`src/rtl/neuron_mac_accumulator.sv`:
```
// Purpose: serial MAC producing one neuron pre-activation z = sum(x_i*w_i) + bias, signed Q4.4 saturated.
// Latency: z_valid rises one edge after FINISH is entered, i.e. two edges after the start of the cycle that carried the last pair.
// Backpressure: in_ready low outside ACCUM (in_valid low stalls ACCUM indefinitely); z_value/z_valid held until z_ready.
//
// Ports:
//   clk, rst           clock (rising edge), asynchronous active-high reset
//   start, bias        begin an evaluation (sampled only in IDLE), bias latched with it
//   x_in, w_in         operand pair, transferred on in_valid & in_ready
//   in_valid, in_ready input handshake
//   z_value, z_valid   saturated Q4.4 result and its valid, held until z_ready
//   z_ready            downstream accept
//   busy               high in every state except IDLE
module neuron_mac_accumulator #(
  parameter int N_INPUTS = 2,
  parameter int DATA_W   = 8,
  parameter int FRAC_W   = 4,
  // must be >= 2*DATA_W + clog2(N_INPUTS) + 1 so the running sum never wraps
  parameter int ACC_W    = 18
) (
  input  logic              clk,
  input  logic              rst,
  input  logic              start,
  input  logic [DATA_W-1:0] bias,
  input  logic [DATA_W-1:0] x_in,
  input  logic [DATA_W-1:0] w_in,
  input  logic              in_valid,
  output logic              in_ready,
  output logic [DATA_W-1:0] z_value,
  output logic              z_valid,
  input  logic              z_ready,
  output logic              busy
);

  localparam int PROD_W = 2 * DATA_W;
  localparam int CNT_W  = (N_INPUTS < 2) ? 1 : $clog2(N_INPUTS);
  localparam logic [CNT_W-1:0] LAST_IDX = CNT_W'(N_INPUTS - 1);

  // One extra bit over the accumulator so adding the scaled bias cannot wrap.
  typedef logic signed [ACC_W:0] sum_t;

  localparam sum_t Z_MAX = sum_t'((2 ** (DATA_W - 1)) - 1);
  localparam sum_t Z_MIN = sum_t'(-(2 ** (DATA_W - 1)));
  localparam logic [DATA_W-1:0] Z_MAX_D = {1'b0, {(DATA_W-1){1'b1}}};
  localparam logic [DATA_W-1:0] Z_MIN_D = {1'b1, {(DATA_W-1){1'b0}}};

  typedef enum logic [1:0] {
    IDLE   = 2'd0,
    ACCUM  = 2'd1,
    FINISH = 2'd2,
    OUT    = 2'd3
  } state_t;

  state_t                   state;
  logic signed [ACC_W-1:0]  acc;
  logic [CNT_W-1:0]         count;
  logic [DATA_W-1:0]        bias_q;

  // Full-precision product: both operands widened first so the multiply is
  // done at product width (Q8.8), never truncated.
  logic signed [PROD_W-1:0] x_ext;
  logic signed [PROD_W-1:0] w_ext;
  logic signed [PROD_W-1:0] prod;
  logic signed [ACC_W-1:0]  prod_ext;

  assign x_ext    = {{DATA_W{x_in[DATA_W-1]}}, x_in};
  assign w_ext    = {{DATA_W{w_in[DATA_W-1]}}, w_in};
  assign prod     = x_ext * w_ext;
  assign prod_ext = {{(ACC_W-PROD_W){prod[PROD_W-1]}}, prod};

  // Bias is Q4.4; shifting by FRAC_W aligns it with the Q8.8 accumulator.
  sum_t bias_shift;
  sum_t s_sum;
  sum_t r_shift;
  logic [DATA_W-1:0] z_sat;

  assign bias_shift = {{(ACC_W+1-DATA_W-FRAC_W){bias_q[DATA_W-1]}}, bias_q, {FRAC_W{1'b0}}};
  assign s_sum      = {acc[ACC_W-1], acc} + bias_shift;
  // Arithmetic shift floors toward -inf; no rounding term is added.
  assign r_shift    = s_sum >>> FRAC_W;

  always_comb begin
    z_sat = r_shift[DATA_W-1:0];
    if (r_shift > Z_MAX) begin
      z_sat = Z_MAX_D;
    end else if (r_shift < Z_MIN) begin
      z_sat = Z_MIN_D;
    end
  end

  logic xfer;
  assign xfer = in_valid & in_ready;

  always_ff @(posedge clk or posedge rst) begin
    if (rst) begin
      state    <= IDLE;
      acc      <= '0;
      count    <= '0;
      bias_q   <= '0;
      z_value  <= '0;
      z_valid  <= 1'b0;
      in_ready <= 1'b0;
      busy     <= 1'b0;
    end else begin
      case (state)
        IDLE: begin
          if (start) begin
            bias_q   <= bias;
            acc      <= '0;
            count    <= '0;
            in_ready <= 1'b1;
            busy     <= 1'b1;
            state    <= ACCUM;
          end
        end

        ACCUM: begin
          if (xfer) begin
            acc <= acc + prod_ext;
            if (count == LAST_IDX) begin
              // Drop in_ready on the same edge so no extra pair slips in.
              in_ready <= 1'b0;
              count    <= '0;
              state    <= FINISH;
            end else begin
              count <= count + 1'b1;
            end
          end
        end

        FINISH: begin
          z_value <= z_sat;
          z_valid <= 1'b1;
          state   <= OUT;
        end

        OUT: begin
          // start is deliberately not looked at here; a start coinciding
          // with the z_ready handshake is lost and must be reissued in IDLE.
          if (z_ready) begin
            z_valid <= 1'b0;
            busy    <= 1'b0;
            state   <= IDLE;
          end
        end

        default: begin
          state    <= IDLE;
          in_ready <= 1'b0;
          z_valid  <= 1'b0;
          busy     <= 1'b0;
        end
      endcase
    end
  end

endmodule

```
`config.mk`:
```
export PLATFORM = sky130hd
export DESIGN_NAME = neuron_mac_accumulator
export DESIGN_NICKNAME = d
export VERILOG_FILES = /design/src/rtl/neuron_mac_accumulator.sv
export SDC_FILE = /design/constraint.sdc
export NUM_CORES = 1
export LEC_CHECK = 0
export CORE_MARGIN = 2
export CORE_UTILIZATION = 50
export DETAILED_ROUTE_END_ITERATION = 8
export PLACE_DENSITY = 0.7
export SLEW_MARGIN = 20
export SYNTH_ARGS = -nofsm -noshare
export SYNTH_HDL_FRONTEND = slang
export SYNTH_SLANG_ARGS = --single-unit
export TNS_END_PERCENT = 50
```
`constraint.sdc`:
```
create_clock -name clk -period 6.19 [get_ports clk]
set_input_delay 1.238 -clock clk [delete_from_list [all_inputs] [get_ports clk]]
set_output_delay 1.238 -clock clk [all_outputs]
set_load 0.02 [all_outputs]
```
; ---- Word-level counts from Yosys, hierarchy flattened
; Index checks and enable logic that the tools add are counted.
[op_classes]
multipliers = 1
eq_ne = 7
mux = 21
n_bitwise = 1
div_mod_pow = 0
add_sub_neg = 3
order_cmp = 2
shift = 0
n_reduce_logical = 10
[ops]
columns = op, count
row1 = 18-bit 2-to-1 mux, 2
row2 = 18-bit case mux with 2 select lines, 1
row3 = 18-bit by 12-bit adder with 19-bit output, 1
row4 = 18-bit by 16-bit adder with 18-bit output, 1
row5 = 8-bit by 8-bit multiplier with 16-bit output, 1
row6 = 8-bit 2-to-1 mux, 2
row7 = "15-bit by 8-bit greater-than comparator with 1-bit output, second input constant", 1
row8 = "15-bit by 8-bit < comparator with 1-bit output, second input constant", 1
row9 = 2-bit 2-to-1 mux, 4
row10 = "2-bit != test, second input constant", 4
row11 = 1-bit case mux with 2 select lines, 4
row12 = 2-bit case mux with 4 select lines, 1
row13 = 4-bit AND reduction, 2
row14 = 1-bit 2-to-1 mux, 7
row15 = 3-bit AND reduction, 2
row16 = 2-bit nonzero test, 3
row17 = "2-bit equality test, second input constant", 2
row18 = 2-bit AND reduction, 2
row19 = "2-bit by 1-bit equality test with 1-bit output, second input constant", 1
row20 = 2-bit logical NOT, 1
row21 = "1-bit adder, second input constant", 1
row22 = 1-bit bitwise AND, 1
[word_totals]
mem_bits_rw = 0
latchBits = 0
wordCells = 53
inputBits = 29
romBits = 0
mem_count = 0
output_inout_bits = 11
regBits = 40

; ---- Longest topological paths before layout
; Gate-level depths: netlist of run 1.
[depth]
ltp_word = 4
depth_mapped = 21
mapped_depth_nobuf = 20

; ---- Worst setup path before layout of run 1
; Ideal clock, no wire load.
[synth_timing]
path_kind = in2reg
start = input w_in[0]
end = register acc[17]
stages = 17
n_path_buf = 0
setup_ns = 0.121
setup_slack_ns = 0.212
arrival_time_ns = 5.857
required_time_ns = 6.069
cell_sequence = and2_1 inv_1 fa_1 inv_1 fa_1 fa_1 fa_1 fa_1 ha_1 o21ai_0 o21a_1 o21ai_1 a41o_1 nor4_1 o41ai_2 xnor2_1 a22o_1
[synth_between]
elab_chain_len = 4
[synth_lines]
columns = item, line_no
row1 = "start, declared", 25  ; input logic [DATA_W-1:0] w_in,
row2 = 8-bit by 8-bit multiplier with 16-bit output, 67  ; assign prod = x_ext * w_ext;
row3 = 18-bit by 16-bit adder with 18-bit output, 118  ; acc <= acc + prod_ext;
row4 = 18-bit 2-to-1 mux, 117  ; if (xfer) begin
row5 = 18-bit case mux with 2 select lines, 104  ; case (state)
row6 = "end signal, assigned", 118
row7 = "end, declared", 54  ; logic signed [ACC_W-1:0] acc;
; Every way passes these cells. The select of a mux whose other input is x is not followed.
; A chain may end at the register's enable or synchronous reset.

; ---- Worst setup path in the final report of run 1
[layout_timing]
start = input w_in[3]
end = register acc[17]
; The elaborated chain is that of the path after synthesis.

==> results of run 1 <==
==> metal layers <==
metal | part of all wire [%] | wire length [µm]
met4 | 1.4 | 152
met5 | 0 | 0
met2 | 52 | 5720
met3 | 2.8 | 309
met1 | 43 | 4740
==> timing repair <==
item                       CTS  global route
buffers inserted             1             1
pin swaps                    1             7
setup endpoints to repair    1             4
gates resized for setup      3            14
==> through the flow <==
step / setup slack, ns / total power (µW) / cells / utilization, % / TNS [ns]
after floorplan: 0.212 / 2580 / 565 / - / 0
after global placement: -0.256 / 3270 / 780 / 58.9 / -0.520
after detailed placement: -0.385 / 3350 / 780 / 58.9 / -0.817
after CTS: 0.00298 / 3650 / 789 / 60.2 / 0
after global routing: 0.00282 / 4080 / 790 / 60.5 / 0
final: 0.192 / 3650 / 790 / 60.5 / 0
==> how the worst min path moves through the flow <==
stage | endpoint | slack, ns | cells after the start
3_5_place_dp | acc[0] | 0.48 | 2
3_3_place_gp | acc[0] | 0.46 | 2
5_1_grt | acc[0] | 0.53 | 2
2_1_floorplan | acc[0] | 0.45 | 2
6_report | acc[0] | 0.50 | 2
4_1_cts | acc[0] | 0.50 | 2
==> cell usage in the layout (no fill, tap or decap), drive strengths merged, types with 4 or more instances in the layout <==
cell type,instances
inv,97
o22ai,8
buf,46
ha,60
o21a,4
nor2,30
clkdlybuf4s50,33
a22o,7
nor3,8
and2,34
a211oi,7
a21o,8
a21oi,13
nand3,12
nand2,45
o21bai,4
mux2,9
xnor2,18
dfrtp,40
xor2,8
o31ai,5
or3,6
nor2b,5
o21ai,28
clkbuf,5
dlymetal6s2s,5
fa,81
==> worst min-delay path: stages, from the launching register on <==
cell	delay (ns)
dfrtp_1	0.36
nand2_1	0.05
nand2_1	0.05
==> flip-flops by register name, indices dropped and copies added, names as in the netlist <==
signal and flops:
acc 18, bias_q 8, busy 1, count 1, in_ready 1, state 2
z_valid 1, z_value 8
==> cell type report <==
| type | instances | area (µm²) |
|---|---|---|
| Tap cell | 140 | 175 |
| Fill cell | 939 | 4240 |
| Clock buffer | 5 | 68.8 |
| Inverter | 98 | 368 |
| Clock inverter | 3 | 42.5 |
| Timing Repair Buffer | 85 | 751 |
| Sequential cell | 40 | 1000 |
| Multi-Input combinational cell | 419 | 4100 |
==> cell families (layout without fill, tap and decap cells) <==
group                      Yosys count  in the layout
and+or+nand+nor                    146            146
adders and majority gates          141            141
buffers and inverters              106            191
AOI/OAI and AO/OA                   97             97
DFF                                 40             40
xor gates and xnor gates            26             26
muxes                                9              9
==> power by group through the flow <==
stage | clock network (µW) | registers, µW | logic (µW)
6_report | 215 | 443 | 2990
5_1_grt | 233 | 458 | 3390
4_1_cts | 219 | 445 | 2980
3_5_place_dp | 0 | 449 | 2900
3_3_place_gp | 0 | 446 | 2820
2_1_floorplan | 0 | 450 | 2130
==> flow_metrics.tcl, run 1 <==
set metrics [dict create \
    fin_crit_sh_pct 96.9 \
    maxCapViolCount 0 \
    p_sw_uw 1760 \
    fmax_mhz 167 \
    initial_core_util_pct 50.9 \
    cp.arrival_ns 6.18 \
    worstSetupEndpointType "flop" \
    synth_nets 735 \
    hp-class "flop to flop" \
    rows 38 \
    reg2reg_to "acc[17]" \
    rr_worst_depth 19 \
    hold_ws_ns 0.496 \
    fin_skew_ns 0.00985 \
    drive_gt1_share_pct 11.4 \
    ctsHoldBuffers 0 \
    area_growth_pct 19.0 \
    netlist_area_um2 5470 \
    grtUsageMet2_pct 35.4 \
    cts_buffers 5 \
    netlist.area_leader.share_pct 29.7 \
    yosys-top-cells-area "fa_1 (30%), dfrtp_1 (18%), ha_1 (14%)" \
    dieHeight_um 109 \
    clockBufferDepth 2 \
    slew_violations 0 \
    crit_end "acc[17]" \
    finalWirelength_um 10900 \
    synthMostInstantiatedCell "inv_1" \
    p_int_uw 1890 \
    finalNetCount 819 \
    cp.required_ns 6.38 \
    hold_viol_final 0 \
    max_stage_delay_ns 0.55 \
    start_kind "input pin" \
    yosys.area_share.xor_xnor_pct 4.17 \
    grt_max_degree 41 \
    busiest_layer "met2" \
    grt_overflow 0 \
    drt_iter0_markers 178 \
    swShare_pct 48.3 \
    postSynthAreaPerCell_um2 9.67 \
    ys_warn_count 0 \
    ys.flop_type "dfrtp_1" \
    first_pass_iters 4 \
    path_clk_slew_ns 0.08 \
    synth_compound_area_share_pct 12.0 \
    die_area_um2 11800 \
    cp_cell_sequence "clkdlybuf4s50_1 > nand2_1 > fa_1 > fa_1 > inv_1 > fa_1 > fa_1 > fa_1 > ha_1 > o21ai_1 > o21a_1 > o21ai_2 > a41o_1 > nor4_1 > buf_4 > o41ai_4 > xnor2_1 > a22o_1" \
    cts_tree "done" \
    yosys_register_bits 40 \
    antenna_found_initial 0 \
    worst_ir_drop_vdd_mv 0.439 \
    crit_buf_inv 3 \
    grtUsageMet3_pct 2.77 \
    clock_sinks 40 \
    diodes 0 \
    p_per_area_nw_per_um2 561 \
    htree_levels 2 \
    num_vias 4185 \
    port_buffers 39 \
    cpMostUsedCell "fa_1" \
    placed_cell_area_um2 6330 \
    met1_usage_pct 26.8 \
    core_area_um2 10700 \
    yosysTopAreaCell "fa_1" \
    wl_per_cell_um 13.8 \
    synth-edff-count 0 \
    hp-start "acc[0]" \
    rsz0062_at_grt "false" \
    fin_area_um2 6500 \
    relSlewSlack_pct 50.6 \
    synthSimpleGateAreaFrac_pct 13.0 \
    path_max_fanout 5 \
    crit_start "w_in[3]" \
    post-dp-hpwl_um 9370 \
    comb_power_share_pct 82.0 \
    syn_inst 565 \
    place_congestion 0.842 \
    ant_nets 0 \
    p_leak_uw 0.00329 \
    grt_pass1_wl_um 19300 \
    drc 0 \
    worst_pin_slew_ns 0.741 \
    die_w_um 109 \
    r2r-start "acc[6]" \
    viasPerCell 5.30 \
    synthAdderAreaFrac_pct 43.4 \
    grt_pass1_vias 4365 \
    r2r_slack_ns 1.30 \
    synth.cells.most_frequent "inv_1 (97), fa_1 (81), ha_1 (60)" \
    io_pins 40 \
    path_class "input pin to flop" \
    clockPowerShare_pct 5.9 \
    cp_top_family "adder cells" \
    pwr-share-seq_pct 12.1 \
    status "finished, final reports clean" \
    min_period_ns 6.00 \
    crit_slowest_cell "fa_1" \
    cts_root_buf "clkbuf_8" \
    synthArstFlopShare_pct 100 \
    clk_latency_ns 0.30 \
    synth_top_family_by_area "adder cells" \
    ys_seq_area_share_pct 18.3 \
    path_depth 18 \
    grt_usage_pct 20.4 \
    ys_types 46 \
    muxShareOfSynthArea_pct 1.85 \
    setup_viol 0 \
]
(Power assumes the default switching activity.)
==> run 2: changes to the inputs <==
--- a/config.mk
+++ b/config.mk
@@ -6,8 +6,9 @@
 export NUM_CORES = 1
 export LEC_CHECK = 0
+export ABC_AREA = 1
 export CORE_MARGIN = 2
 export CORE_UTILIZATION = 50
 export DETAILED_ROUTE_END_ITERATION = 8
-export PLACE_DENSITY = 0.7
+export PLACE_DENSITY = 0.72
 export SLEW_MARGIN = 20
 export SYNTH_ARGS = -nofsm -noshare
==> constraint.sdc (replaced) <==
create_clock -name clk -period 5.4 [get_ports clk]
set_input_delay 1.08 -clock clk [delete_from_list [all_inputs] [get_ports clk]]
set_output_delay 1.08 -clock clk [all_outputs]
set_load 0.005 [all_outputs]
==> run 2 against run 1 <==
  * Sequential cell count is the same
  * Area after synthesis grew 6.9%
  * Final cell count grew 22%
  * First-iteration DRC count grew 57%
  * Utilization grew 1.7 points
  * Sequential share of layout area shrank 1.3 points
  * Cell area grew 9.3%
  * Critical path depth grew 3
  * Critical endpoint unchanged
==> flow_metrics.tcl, run 2 <==
set metrics [dict create \
    finalNetCount 990 \
    wl_per_cell_um 13.1 \
    rr_worst_depth 19 \
    min_period_ns 5.24 \
    final.setup.tns_ns 0 \
    grt_usage_pct 21.3 \
    drive_gt1_share_pct 14.6 \
    ys_types 33 \
    ys_warn_count 0 \
    yosys_register_bits 40 \
    yosys-top-cells-area "fa_1 (28%), dfrtp_1 (17%), ha_1 (13%)" \
    layout_common_cells "nand2_1 (181), inv_1 (165), fa_1 (78)" \
    setup_viol 0 \
    max_stage_delay_ns 0.53 \
    clockBufferDepth 2 \
    dp.cells 955 \
    dieHeight_um 112 \
    die_area_um2 12600 \
    maxCapViolCount 0 \
    busiest_layer "met2" \
    hold_viol_final 0 \
    relSlewSlack_pct 62.9 \
    start_kind "input pin" \
    slew_violations 0 \
    grtUsageMet2_pct 38.6 \
    path_depth 21 \
    netlist_area_um2 5840 \
    io_pins 40 \
    antenna_found_initial 0 \
    htree_levels 2 \
    synth.cells.most_frequent "nand2_1 (186), inv_1 (167), fa_1 (81)" \
    met1_usage_pct 28.1 \
    synth-edff-count 0 \
    crit_slowest_cell "fa_1" \
    synthArstFlopShare_pct 100 \
    post-dp-hpwl_um 10500 \
    reg2reg_to "acc[17]" \
    place_congestion 0.923 \
    final_cells 964 \
    fin_crit_sh_pct 97.1 \
    layout_commonest_cell "nand2_1" \
    num_vias 4890 \
    die_w_um 112 \
    synth_nets 908 \
    hp-class "flop to flop" \
    grt_pass1_wl_um 22300 \
    drt_iter0_markers 280 \
    cts_tree "done" \
    fillers 997 \
    postSynthAreaPerCell_um2 7.92 \
    netlist.area_leader.share_pct 27.8 \
    fmax_mhz 191 \
    crit_end "acc[17]" \
    clk_latency_ns 0.28 \
    grt_max_degree 41 \
    fin_skew_ns 0.00623 \
    largest_reg_flops 18 \
    grt_overflow 0 \
    reg_top3 "acc (18), bias_q (8), z_value (8)" \
    path_class "input pin to flop" \
    ant_nets 0 \
    grtUsageMet3_pct 2.48 \
    core_area_um2 11400 \
    path_max_fanout 4 \
    worst_pin_slew_ns 0.556 \
    cp.arrival_ns 5.41 \
    r2r-start "acc[6]" \
    cts_buffers 5 \
    cts_root_buf "clkbuf_16" \
    status "finished, final reports clean" \
    finalWirelength_um 12600 \
    cp_top_family "adder cells" \
    initial_core_util_pct 51.2 \
    regMostFlops "acc" \
    grt_pass1_vias 5068 \
    ys_seq_area_share_pct 17.1 \
    port_buffers 39 \
    worstSetupEndpointType "flop" \
    first_pass_iters 4 \
    cp_cell_sequence "clkdlybuf4s50_1 > buf_4 > nand2_1 > inv_1 > fa_2 > fa_1 > inv_1 > fa_1 > inv_1 > fa_2 > fa_1 > ha_4 > nand2_2 > nor2_2 > nand3_1 > nand3_2 > nand4_1 > nand3_2 > a21oi_1 > o21ai_0 > nand2_1" \
    cp.required_ns 5.57 \
    crit_start "x_in[1]" \
    drc 0 \
    rows 39 \
    syn_inst 738 \
    viasPerCell 5.07 \
    synthMostInstantiatedCell "nand2_1" \
    yosysTopAreaCell "fa_1" \
    path_clk_slew_ns 0.06 \
    clock_sinks 40 \
    r2r_slack_ns 1.05 \
    ctsHoldBuffers 0 \
    diodes 0 \
    area_growth_pct 21.7 \
    ys.flop_type "dfrtp_1" \
    crit_buf_inv 5 \
]
-- run 2: cell types whose count changed in the layout (fill, tap and decap cells not counted), moves of 8 or more --
cell | previous run | this run
a21oi_1 | 12 | 24
nor2_1 | 30 | 38
inv_1 | 97 | 165
nand2_1 | 44 | 181
xnor2_1 | 18 | 8
buf_4 | 45 | 53
nand3_1 | 12 | 23
clkdlybuf4s50_1 | 33 | 25
and2_1 | 34 | 1
-- run 2: layout make-up --
cell class              count  area (µm²)  share of cell area (%)
flip-flops and latches     40        1000                    14.1
multi-input cells         510        4300                    60.5
repair buffers             94         817                    11.5
clock buffers               6         139                    1.95
clock inverters             2        38.8                   0.545
inverters                 169         636                    8.94
well taps                 143         179                    2.52
-- run 2: kinds of logic after synthesis --
family / after synthesis / share of synthesized area, %
AO/OA/AOI/OAI: 78 / 7.62
XOR/XNOR: 16 / 2.40
adder cells (fa/ha/maj): 141 / 40.6
buffers and inverters: 188 / 12.2
flip-flops: 40 / 17.1
multiplexers: 8 / 1.54
AND/OR/NAND/NOR: 267 / 18.5
-- run 2: repair_timing --
item | CTS | global route
setup buffers | 0 | 1
gates resized for setup | 20 | 33
pin swaps | 10 | 17
endpoints found under the setup margin | 9 | 8
-- run 2: metrics by stage --
step / util, % / worst slack, ns / hold WS, ns / cell area (µm²)
after floorplan: - / 0.0263 / 0.476 / 5860
after global placement: 59.3 / -0.486 / 0.471 / 6770
after detailed placement: 59.3 / -0.579 / 0.477 / 6770
after CTS: 61.0 / 0.0146 / 0.490 / 6970
after global routing: 62.3 / -0.0514 / 0.543 / 7110
final: 62.3 / 0.159 / 0.479 / 7110
-- run 2: worst min path at each step --
stage	start	end	slack, ns	cells past startpoint
3_3_place_gp	z_value[7]	z_value[7]	0.47	2
5_1_grt	acc[0]	acc[0]	0.54	1
4_1_cts	z_value[7]	z_value[7]	0.49	2
2_1_floorplan	z_value[7]	z_value[7]	0.48	2
3_5_place_dp	z_value[7]	z_value[7]	0.48	2
6_report	z_value[7]	z_value[7]	0.48	2
-- run 2: worst register-to-register path, delay by kind of cell (launching register included) --
kind            cells  cell delay [ns]
fa+ha+maj           6             2.73
simple gates        7             0.70
flops               1             0.37
buf+inv             4             0.26
compound gates      2             0.15
-- run 2: per-layer routing --
layer | vias up | wire length [µm]
met1 | 2397 | 5480
met4 | 0 | 140
met5 | - | 0
met3 | 13 | 436
met2 | 85 | 6540
li1 | 2395 | -
Power of run 2 is left out: the tool's default activity adds up to more than one toggle a clock period on the data nets, which glitch-free logic cannot reach.
